`src/rtl/arp_rx_if.sv`:
```
// Receive-side AXI-Stream beat bundle feeding the ARP request filter.
interface arp_rx_if;
    logic [31:0] rx_axis_tdata;
    logic        rx_axis_tvalid;
    logic        rx_axis_tlast;
    logic        rx_axis_tready;

    modport master (
        output rx_axis_tdata,
        output rx_axis_tvalid,
        output rx_axis_tlast,
        input  rx_axis_tready
    );

    modport slave (
        input  rx_axis_tdata,
        input  rx_axis_tvalid,
        input  rx_axis_tlast,
        output rx_axis_tready
    );
endinterface

```
`src/rtl/arp_rx.sv`:
```
// ARP request filter: parses received Ethernet frames and raises a held request for
// ARP requests aimed at LOCAL_MAC/broadcast and LOCAL_IP. Define ARP_RX_STATS_EN for counters.
//
// state   | meaning
// --------+-----------------------------------------------------------------
// S_IDLE  | between frames, next valid beat is word 0
// S_PARSE | frame in progress, every check so far has passed
// S_DROP  | frame rejected, discard beats until tlast
// S_HOLD  | request accepted, rx_arp_req held for REQ_HOLD cycles
module arp_rx #(
    parameter logic [47:0] LOCAL_MAC = 48'h01_02_03_04_05_06,
    parameter logic [31:0] LOCAL_IP  = 32'hC0_A8_01_01,
    parameter int          REQ_HOLD  = 8
) (
    input  logic        rx_mac_aclk,
    input  logic        rx_mac_resetn,
    arp_rx_if.slave     s_axis,
    output logic        rx_arp_req,
    output logic [47:0] rx_arp_smac,
    output logic [31:0] rx_arp_sip
`ifdef ARP_RX_STATS_EN
   ,output logic [15:0] arp_req_cnt,
    output logic [15:0] arp_drop_cnt
`endif
);

    typedef enum logic [1:0] {
        S_IDLE,
        S_PARSE,
        S_DROP,
        S_HOLD
    } state_t;

    localparam logic [3:0] IDX_MAX   = 4'd11;
    localparam logic [3:0] HOLD_LAST = 4'(REQ_HOLD - 1);

    state_t      r_state;
    logic [3:0]  r_idx;
    logic [3:0]  r_hold_cnt;
    logic        r_tready;
    logic        r_dm_loc;
    logic        r_dm_bc;
    logic        r_hold_frm;
    logic [47:0] r_sh_smac;
    logic [31:0] r_sh_sip;
    logic        r_arp_req;
    logic [47:0] r_arp_smac;
    logic [31:0] r_arp_sip;

    logic [31:0] w_d;
    logic        w_beat;
    logic        w_last;
    logic        w_ok;
    logic        w_dm_loc;
    logic        w_dm_bc;
    logic        w_len_ok;
    logic        w_accept;
    logic        w_hold_done;
    logic        w_frm_open;

    assign s_axis.rx_axis_tready = r_tready;
    assign rx_arp_req  = r_arp_req;
    assign rx_arp_smac = r_arp_smac;
    assign rx_arp_sip  = r_arp_sip;

    assign w_d         = s_axis.rx_axis_tdata;
    assign w_beat      = s_axis.rx_axis_tvalid & r_tready;
    assign w_last      = w_beat & s_axis.rx_axis_tlast;
    assign w_dm_loc    = (w_d == LOCAL_MAC[47:16]);
    assign w_dm_bc     = (w_d == 32'hFFFF_FFFF);
    assign w_len_ok    = (r_idx >= 4'd10);
    assign w_hold_done = (r_hold_cnt == 4'd0);
    assign w_accept    = (r_state == S_PARSE) & w_last & w_ok & w_len_ok;
    // A frame still open when HOLD ends began inside HOLD and must be discarded.
    assign w_frm_open  = w_beat ? ~s_axis.rx_axis_tlast : r_hold_frm;

    // Destination MAC spans words 0 and 1; both halves must agree on local vs broadcast.
    always_comb begin
        w_ok = 1'b1;
        case (r_idx)
            4'd0:    w_ok = w_dm_loc | w_dm_bc;
            4'd1:    w_ok = (r_dm_loc & (w_d[31:16] == LOCAL_MAC[15:0])) |
                            (r_dm_bc  & (w_d[31:16] == 16'hFFFF));
            4'd3:    w_ok = (w_d == 32'h0806_0001);
            4'd4:    w_ok = (w_d == 32'h0800_0604);
            4'd5:    w_ok = (w_d[31:16] == 16'h0001);
            4'd9:    w_ok = (w_d[15:0] == LOCAL_IP[31:16]);
            4'd10:   w_ok = (w_d[31:16] == LOCAL_IP[15:0]);
            default: w_ok = 1'b1;
        endcase
    end

    always_ff @(posedge rx_mac_aclk or negedge rx_mac_resetn) begin
        if (!rx_mac_resetn) begin
            r_tready  <= 1'b0;
            r_idx     <= 4'd0;
            r_dm_loc  <= 1'b0;
            r_dm_bc   <= 1'b0;
            r_sh_smac <= 48'd0;
            r_sh_sip  <= 32'd0;
        end else begin
            r_tready <= 1'b1;
            if (w_beat) begin
                if (s_axis.rx_axis_tlast) begin
                    r_idx <= 4'd0;
                end else if (r_idx != IDX_MAX) begin
                    r_idx <= r_idx + 4'd1;
                end
                case (r_idx)
                    4'd0: begin
                        r_dm_loc <= w_dm_loc;
                        r_dm_bc  <= w_dm_bc;
                    end
                    4'd5:    r_sh_smac[47:32] <= w_d[15:0];
                    4'd6:    r_sh_smac[31:0]  <= w_d;
                    4'd7:    r_sh_sip         <= w_d;
                    default: ;
                endcase
            end
        end
    end

    always_ff @(posedge rx_mac_aclk or negedge rx_mac_resetn) begin
        if (!rx_mac_resetn) begin
            r_state    <= S_IDLE;
            r_hold_cnt <= 4'd0;
            r_hold_frm <= 1'b0;
            r_arp_req  <= 1'b0;
            r_arp_smac <= 48'd0;
            r_arp_sip  <= 32'd0;
        end else begin
            case (r_state)
                S_IDLE: begin
                    if (w_beat && !s_axis.rx_axis_tlast) begin
                        r_state <= w_ok ? S_PARSE : S_DROP;
                    end
                end
                S_PARSE: begin
                    if (w_accept) begin
                        r_state    <= S_HOLD;
                        r_hold_cnt <= HOLD_LAST;
                        r_hold_frm <= 1'b0;
                        r_arp_req  <= 1'b1;
                        r_arp_smac <= r_sh_smac;
                        r_arp_sip  <= r_sh_sip;
                    end else if (w_last) begin
                        r_state <= S_IDLE;
                    end else if (w_beat && !w_ok) begin
                        r_state <= S_DROP;
                    end
                end
                S_DROP: begin
                    if (w_last) begin
                        r_state <= S_IDLE;
                    end
                end
                S_HOLD: begin
                    if (w_beat) begin
                        r_hold_frm <= ~s_axis.rx_axis_tlast;
                    end
                    if (w_hold_done) begin
                        r_arp_req <= 1'b0;
                        r_state   <= w_frm_open ? S_DROP : S_IDLE;
                    end else begin
                        r_hold_cnt <= r_hold_cnt - 4'd1;
                    end
                end
                default: r_state <= S_IDLE;
            endcase
        end
    end

`ifdef ARP_RX_STATS_EN
    // Every frame end that is not an accept counts as one drop.
    logic w_drop;
    assign w_drop = w_last & ~w_accept;

    always_ff @(posedge rx_mac_aclk or negedge rx_mac_resetn) begin
        if (!rx_mac_resetn) begin
            arp_req_cnt  <= 16'd0;
            arp_drop_cnt <= 16'd0;
        end else begin
            if (w_accept && (arp_req_cnt != 16'hFFFF)) begin
                arp_req_cnt <= arp_req_cnt + 16'd1;
            end
            if (w_drop && (arp_drop_cnt != 16'hFFFF)) begin
                arp_drop_cnt <= arp_drop_cnt + 16'd1;
            end
        end
    end
`endif

endmodule

```
`src/flat_wrapper.sv`:
```
// flat-port wrapper written by rule: the top's interface ports become plain ports
module arp_rx_flat 
#(
    parameter logic [47:0] LOCAL_MAC = 48'h01_02_03_04_05_06,
    parameter logic [31:0] LOCAL_IP  = 32'hC0_A8_01_01,
    parameter int          REQ_HOLD  = 8
)
  (rx_mac_aclk, rx_mac_resetn, rx_arp_req, rx_arp_smac, rx_arp_sip, s_axis_rx_axis_tdata, s_axis_rx_axis_tvalid, s_axis_rx_axis_tlast, s_axis_rx_axis_tready);
  arp_rx_if s_axis_i ();
  input  logic rx_mac_aclk;
  input  logic rx_mac_resetn;
  output logic rx_arp_req;
  output logic [47:0] rx_arp_smac;
  output logic [31:0] rx_arp_sip;
  input wire logic [$bits(s_axis_i.rx_axis_tdata)-1:0] s_axis_rx_axis_tdata;
  input wire logic [$bits(s_axis_i.rx_axis_tvalid)-1:0] s_axis_rx_axis_tvalid;
  input wire logic [$bits(s_axis_i.rx_axis_tlast)-1:0] s_axis_rx_axis_tlast;
  output wire logic [$bits(s_axis_i.rx_axis_tready)-1:0] s_axis_rx_axis_tready;
  assign s_axis_i.rx_axis_tdata = s_axis_rx_axis_tdata;
  assign s_axis_i.rx_axis_tvalid = s_axis_rx_axis_tvalid;
  assign s_axis_i.rx_axis_tlast = s_axis_rx_axis_tlast;
  assign s_axis_rx_axis_tready = s_axis_i.rx_axis_tready;
  arp_rx #(.LOCAL_MAC(LOCAL_MAC), .LOCAL_IP(LOCAL_IP), .REQ_HOLD(REQ_HOLD)) u_core (.rx_mac_aclk(rx_mac_aclk), .rx_mac_resetn(rx_mac_resetn), .s_axis(s_axis_i), .rx_arp_req(rx_arp_req), .rx_arp_smac(rx_arp_smac), .rx_arp_sip(rx_arp_sip));
endmodule
```
`config.mk`:
```
export PLATFORM = sky130hd
export DESIGN_NAME = arp_rx_flat
export DESIGN_NICKNAME = d
export VERILOG_FILES = /design/src/rtl/arp_rx_if.sv /design/src/rtl/arp_rx.sv /design/src/flat_wrapper.sv
export SDC_FILE = /design/constraint.sdc
export NUM_CORES = 1
export LEC_CHECK = 0
export CAP_MARGIN = 20
export CORE_ASPECT_RATIO = 0.9
export CORE_MARGIN = 1.5
export CORE_UTILIZATION = 36
export DETAILED_ROUTE_END_ITERATION = 6
export PLACE_DENSITY = 0.66
export SYNTH_ARGS = -nofsm -noshare
export SYNTH_HDL_FRONTEND = slang
export SYNTH_SLANG_ARGS = --single-unit
```
`constraint.sdc`:
```
create_clock -name rx_mac_aclk -period 2.9 [get_ports rx_mac_aclk]
set_clock_uncertainty 0.1 [all_clocks]
set_input_delay 0.725 -clock rx_mac_aclk [delete_from_list [all_inputs] [get_ports rx_mac_aclk]]
set_output_delay 0.725 -clock rx_mac_aclk [all_outputs]
set_load 0.01 [all_outputs]
```
==> results of run 1 <==
-- power by group through the flow --
stage	Combinational (µW)	Sequential, µW	Clock, µW
floorplan	256	2720	0
global placement	490	2740	0
detailed placement	518	2750	0
CTS	527	2700	2390
global route	577	2720	2500
finish	523	2710	2330
-- through the flow --
stage / instance area (µm²) / total power, µW
2_1_floorplan: 7260 / 2970
3_3_place_gp: 9110 / 3230
3_5_place_dp: 9110 / 3270
4_1_cts: 9900 / 5620
5_1_grt: 9910 / 5800
6_report: 9910 / 5560
-- per-layer routing --
layer  routed length (µm)  track usage, %  vias to the layer above  share of wire [%]
met5                   12               0                        -              0.067
met4                  194            5.61                        2                1.1
met3                  948            4.62                       16                5.3
met2                 8480            28.6                      143                 47
met1                 8270            23.4                     2468                 46
li1                     -               -                     2157                  -
-- worst max-delay path by stage --
stage,from,end
2_1_floorplan,s_axis_rx_axis_tdata[4],u_core.rx_arp_sip[0]
5_1_grt,u_core.r_idx[0],u_core.rx_arp_smac[10]
3_5_place_dp,s_axis_rx_axis_tdata[4],u_core.rx_arp_smac[44]
4_1_cts,s_axis_rx_axis_tdata[3],u_core.rx_arp_sip[7]
6_report,s_axis_rx_axis_tdata[5],u_core.rx_arp_sip[7]
3_3_place_gp,s_axis_rx_axis_tdata[4],u_core.rx_arp_sip[13]
-- state kept, by name, indices dropped and copies added, names as in the netlist, 2 cells and up --
register / count
u_core.rx_arp_sip: 32
u_core.r_state: 2
u_core.r_idx: 4
u_core.rx_arp_smac: 48
u_core.r_sh_sip: 32
u_core.r_sh_smac: 48
u_core.r_hold_cnt: 4
-- final cells by class --
cell class / instances / area [µm²]
fillers: 1740 / 9950
flip-flops and latches: 175 / 4380
multi-input cells: 294 / 2830
repair buffers: 182 / 1760
clock buffers: 18 / 429
well taps: 255 / 319
clock inverters: 14 / 170
inverters: 6 / 22.5
-- kinds of logic after synthesis --
| kind of cell | after synthesis |
|---|---|
| fa+ha+maj | 5 |
| mux | 159 |
| flops | 175 |
| simple gates | 93 |
| xor+xnor | 3 |
| other cells | 1 |
| buf+inv | 27 |
| compound gates | 33 |
-- worst max-delay path, cell delays in order --
cell and delay, ns:
dlygate4sd2_1 0.29, or4_4 0.51, nor4_4 0.25, and4_1 0.29
and4_4 0.27, o31ai_4 0.10, buf_4 0.19, buf_16 0.16
mux2_4 0.30
-- repair_timing --
item	CTS	global route
resized for setup	37	2
cloned	3	0
endpoints found under the setup margin	85	69
buffers inserted	6	0
pin swaps	8	0
-- cell usage in the layout (no fill, tap or decap), types with 3 or more instances in the layout --
cell             count
buf_12               4
nor2_1              19
and2_1               3
clkdlybuf4s50_1     99
buf_4               56
ha_1                 5
dlygate4sd2_1       15
mux2_4              34
nor3_1               3
inv_8                3
nand4_1              9
nor4_1               3
inv_6                7
nand3_1              8
mux2_2             125
inv_1                6
o21ai_0              9
buf_6                3
clkbuf_16           17
nand2_1             20
or4_4                3
dfrtp_1            175
a21oi_1              6
==> metrics.cfg, run 1 <==
[power_and_ir_drop]
cellPowerDensity_nw_per_um2 = 561
vdd_ir_drop_max_uv = 381
combPwrFrac_pct = 9.4
pwr-share-clk_pct = 41.9
seqPwrFrac_pct = 48.7
swShare_pct = 25.0
power.switching_uw = 1390
p_int_uw = 4170
leakagePower_uw = 0.00487

[critical_path]
r2r_cells = 10
r2r-start = u_core.r_idx[0]
cp-end-kind = flop
r2r_slack_ns = 0.08
critPathLaunchType = input port
arrival_ns = 3.10
crit_type = input port to flop
critical_path.reg2reg.endpoint = u_core.rx_arp_smac[10]
worst_ep_required_time_ns = 3.11
path_max_fanout = 20

[sta]
period_share_pct = 99.8
relSlewSlack_pct = 62.1
setup_ws_ns = 0.00705
hold_viol = 0
timing.setup.tns_ns = 0
max_freq_mhz = 346
grt_setup_unrepaired = no
setup_viol = 0
worst_pin_slew_ns = 0.568
period_needed_ns = 2.89
finalMaxSlewViolations = 0
holdWs_ns = 0.155

[placement]
dp_cells = 903
place_congestion = 0.856
pre_cts_ws_ns = -0.685
dp_hpwl_mm = 12.2
io_buffers = 117

[yosys]
avgSynthCellArea_um2 = 14.6
synth_nets = 537
netlist_instances = 496
synth_xor_area_share_pct = 0.362
yosys.area.top_type_share_pct = 60.3
synth-adder-area-share_pct = 0.861
yosys.area.top_type = dfrtp_1
syn-cell-area_um2 = 7260
synth_flop_cell = dfrtp_1
synth-seq-area-share_pct = 60.3
yosys_warnings = 0
netlist-cell-type-count = 46
ys_ff_latch = 175
synth_mux_area_share_pct = 26.4
yosys-top-cells-count = dfrtp_1 (175), mux2_2 (125), mux2_4 (34)
synthArstFlopShare_pct = 100
synth_compound_area_share_pct = 3.03
synth-simple-area-share_pct = 6.98
synth_top_family_by_area = multiplexers
synth-edff-count = 0
yosys-top-cells-area = dfrtp_1 (60%), mux2_2 (19%), mux2_4 (7.0%), nand2_1 (1.1%), nor2_1 (0.98%)
yosysMostFrequentCell = dfrtp_1

[die]
initial_core_util_pct = 36.6
dieHeight_um = 138
design.core.area_um2 = 19900
dieArea_um2 = 21000
num_io_pins = 118
die_w_um = 153
rows = 49

[clock_network]
clock_latency_ns = 0.42
cts_tree = yes
cts_made_buffers = 17
cts_hold_buf = 0
htreeDepth = 4
root_buffer = clkbuf_16
clock-sinks = 175
clock_path_buffers = 2
clk_transition_reported_paths_ns = 0.07

[grt]
antenna_found_initial = 1
overflow = 0
grt_use_total_pct = 17.7
first_global_vias = 5028
grt_start_max_net_pins = 59
grt_pass1_wl_mm = 28.3

[drt]
vias_per_cell = 5.07
postRouteAntennaNets = 0
routed_wl_mm = 17.9
wl_per_cell_um = 19.0
drt_drc_violations_left = 0
drt_iter0_drc = 259
via_count = 4786
drtPass1Iterations = 6

[run]
drv_cap = 0

[cells_and_area]
nNetsFinal = 717
stdcell_count = 944
drive_above_1_share_pct = 39.8
utilization_pct = 49.9
diodes = 0
syn2layout_area_growth_pct = 36.5

[outcome]
status = finished clean

[min_path]
min_path_type = input port to async pin

No activity file was read; power rests on OpenSTA's default activity.
==> run 2: changes to the inputs <==
- ABC_AREA: default -> 1
- CORE_MARGIN: 1.5 -> 3
- PLACE_DENSITY: 0.66 -> 0.65
==> run 2 against run 1 <==
  * Clock-buffer cell count unchanged
  * Die area up 7.9%
  * Global-route usage increased by 0.91 points
  * Register-to-register slack better by 0.38 ns
  * Largest cell class unchanged
  * Largest power group unchanged
==> metrics.cfg, run 2 <==
[clock_network]
ctsResizeCount = 0  ; -100%
cts_hold_buf = 0  ; unchanged
clock-sinks = 175  ; unchanged
htreeDepth = 4  ; unchanged
root_buffer = clkbuf_16
cts_tree = yes
post_cts_buffers = 0  ; -6
clock_path_buffers = 2  ; unchanged
clock_latency_ns = 0.44  ; +0.02 ns
cts_made_buffers = 17  ; unchanged
clk_transition_reported_paths_ns = 0.07  ; about the same

[die]
dieHeight_um = 143  ; +4.0%
die_w_um = 158  ; +3.8%
num_io_pins = 118  ; unchanged
design.core.area_um2 = 20300  ; +2.2%
dieArea_um2 = 22700  ; +7.9%
rows = 49  ; unchanged
initial_core_util_pct = 37.1  ; +0.57 points

[yosys]
synthArstFlopShare_pct = 100  ; unchanged
yosys-top-cells-area = dfrtp_1 (58%), nand2_1 (17%), nand3_1 (6.6%), o21ai_0 (6.1%), inv_1 (2.8%)
avgSynthCellArea_um2 = 8.33  ; -43%
ys_ff_latch = 175  ; unchanged
yosysMostFrequentCell = nand2_1
netlist_instances = 905  ; +82%
yosys.area.top_type_share_pct = 58.1  ; -2.2 points
synth_flop_cell = dfrtp_1
synth_nets = 946  ; +76%
yosys.area.top_type = dfrtp_1
netlist-cell-type-count = 26  ; -43%
synth-edff-count = 0  ; unchanged
syn-cell-area_um2 = 7530  ; +3.8%
yosys-top-cells-count = nand2_1 (346), dfrtp_1 (175), nand3_1 (99)
yosys_warnings = 0  ; unchanged
synth-seq-area-share_pct = 58.1  ; -2.2 points

[power_and_ir_drop]
leakagePower_uw = 0.00497  ; +2.0%
swShare_pct = 30.6  ; +5.6 points
seqPwrFrac_pct = 47.1  ; -1.6 points
vdd_ir_drop_max_uv = 425  ; +11%
combPwrFrac_pct = 17.3  ; +7.9 points
power_uw = 6250  ; +12%
p_int_uw = 4340  ; +4.1%
cellPowerDensity_nw_per_um2 = 629  ; +12%
power.switching_uw = 1910  ; +38%
pwr-share-clk_pct = 35.6  ; -6.3 points

[sta]
period_needed_ns = 2.59  ; -0.303 ns
period_share_pct = 89.3  ; -10 points
worst_pin_slew_ns = 0.528  ; -0.0400 ns
holdWs_ns = 0.119  ; -0.0351 ns
relSlewSlack_pct = 64.8  ; +2.7 points
grt_setup_unrepaired = no
setup_viol = 0  ; unchanged
max_freq_mhz = 386  ; +12%
finalMaxSlewViolations = 0  ; unchanged
hold_viol = 0  ; unchanged

[drt]
vias_per_cell = 4.76  ; -6.1%
drt_iter0_drc = 460  ; +78%
drtPass1Iterations = 6  ; unchanged
via_count = 6376  ; +33%
routed_wl_mm = 20.2  ; +13%
postRouteAntennaNets = 0  ; unchanged
wl_per_cell_um = 15.1  ; -21%
drt_drc_violations_left = 0  ; unchanged

[critical_path]
critical_path.reg2reg.endpoint = u_core.r_hold_cnt[0]
cpMostUsedCell = nand2_1
r2r_slack_ns = 0.46  ; +0.38 ns
worst_ep_required_time_ns = 3.15  ; +0.04 ns
cp-end-kind = flop
path_max_fanout = 8  ; -60%
arrival_ns = 2.84  ; -0.26 ns
crit_chain = clkdlybuf4s50_1 > inv_2 > nand2_1 > nor2_1 > nand2_1 > nor2_1 > nand3_1 > nand2_1 > nand2_1 > nand3_2 > nand2_2 > nand2_1 > o21ai_0 > o21ai_1
slowest_stage = clkdlybuf4s50_1
r2r_cells = 13  ; +3
crit_type = input port to flop
critPathMaxStageDelay_ns = 0.54  ; +0.03 ns
critPathLaunchType = input port
r2r-start = u_core.r_idx[0]

[grt]
first_global_vias = 6252  ; +24%
grt_use_total_pct = 18.6  ; +0.91 points
grt_pass1_wl_mm = 32.9  ; +16%
overflow = 0  ; unchanged
antenna_found_initial = 2  ; +1
grt_start_max_net_pins = 65  ; +10%

[cells_and_area]
multi_input_area_um2 = 2710  ; -4.2%
utilization_pct = 49.0  ; -0.95 points
diodes = 0  ; unchanged
fin_area_um2 = 9930  ; +0.21%
drive_above_1_share_pct = 8.96  ; -31 points
final_common_cell = nand2_1
seq_area_um2 = 4380  ; unchanged
stdcell_count = 1340  ; +42%
fillCellCount = 1941  ; +12%
nNetsFinal = 1088  ; +52%
syn2layout_area_growth_pct = 31.8
final_cell_mix = nand2_1 (346), dfrtp_1 (175), clkdlybuf4s50_1 (116), nand3_1 (97), o21ai_0 (92)

[placement]
io_buffers = 117  ; unchanged
dp_cells = 1308  ; +45%
place_congestion = 0.892  ; +4.2%
dp_hpwl_mm = 14.6  ; +20%
placed_cell_area_um2 = 9360  ; +2.6%

[min_path]
min_path_type = input port to async pin

[outcome]
status = finished clean

[run]
drv_cap = 0  ; unchanged

run 2: cell count changes in the layout (fill, tap and decap cells not counted), moves of 15 or more:
cell	previous run	this run
buf_4	56	35
clkdlybuf4s50_1	99	116
inv_1	6	56
mux2_4	34	0
nand2_1	20	346
o21ai_0	9	92
nor2_1	19	55
nand3_1	8	97
mux2_2	125	0
dlygate4sd2_1	15	0
run 2: worst max path at each step:
stage                           end                      from  slack [ns]  cells past startpoint
2_1_floorplan  u_core.rx_arp_sip[0]  s_axis_rx_axis_tdata[12]        0.74                     14
3_3_place_gp   u_core.r_hold_cnt[2]   s_axis_rx_axis_tdata[1]       -0.09                     15
3_5_place_dp   u_core.r_hold_cnt[2]   s_axis_rx_axis_tdata[1]       -0.12                     15
4_1_cts        u_core.r_hold_cnt[0]   s_axis_rx_axis_tdata[1]        0.33                     14
5_1_grt        u_core.r_hold_cnt[0]   s_axis_rx_axis_tdata[1]        0.10                     14
6_report       u_core.r_hold_cnt[0]   s_axis_rx_axis_tdata[1]        0.31                     14
run 2: power groups by stage:
stage	clock network, µW	logic (µW)	registers [µW]
finish	2230	1080	2950
global route	2380	1240	2980
CTS	2280	1090	2940
detailed placement	0	1090	2980
global placement	0	1060	2980
floorplan	0	622	2930
run 2: final cells by class:
class                      instances  area share [%]
clock inverter                    14            1.50
multi-input combinational        625            27.3
sequential                       175            44.1
inverter                          64            2.42
clock buffer                      18            4.32
timing repair buffer             164            16.9
tap                              280            3.53
run 2: worst max-delay path: cells and delay by family:
family,cells,cell delay [ns]
buffers and inverters,2,0.64
and+or+nand+nor,10,1.26
AOI/OAI and AO/OA,2,0.22
run 2: through the flow:
step | setup WS, ns | TNS (ns)
after detailed placement | -0.121 | -6.45
after CTS | 0.330 | 0
final | 0.310 | 0
after global routing | 0.103 | 0
after global placement | -0.0858 | -4.12
after floorplan | 0.739 | 0
run 2: logic make-up after synthesis:
group,count (synthesis),share of synthesized area (%)
xor gates and xnor gates,1,0.116
buffers and inverters,105,6.13
AOI/OAI and AO/OA,101,6.79
DFF,175,58.1
and+or+nand+nor,517,28.0
other,1,0.0498
adders and majority gates,5,0.830
run 2: routing by layer:
metal / share of wire (%) / up-vias / GRT usage (%)
met3: 4.7 / 29 / 4.82
met4: 1.6 / 4 / 4.75
met5: 0.10 / - / 0
met1: 49 / 3053 / 26.8
li1: - / 3160 / -
met2: 45 / 130 / 28.1
==> run 3: changes to the inputs <==
- ABC_CLOCK_PERIOD_IN_PS: default -> 2900
==> results of run 3 <==
No change in the layout: final DEF, timing and power equal those of run 2.
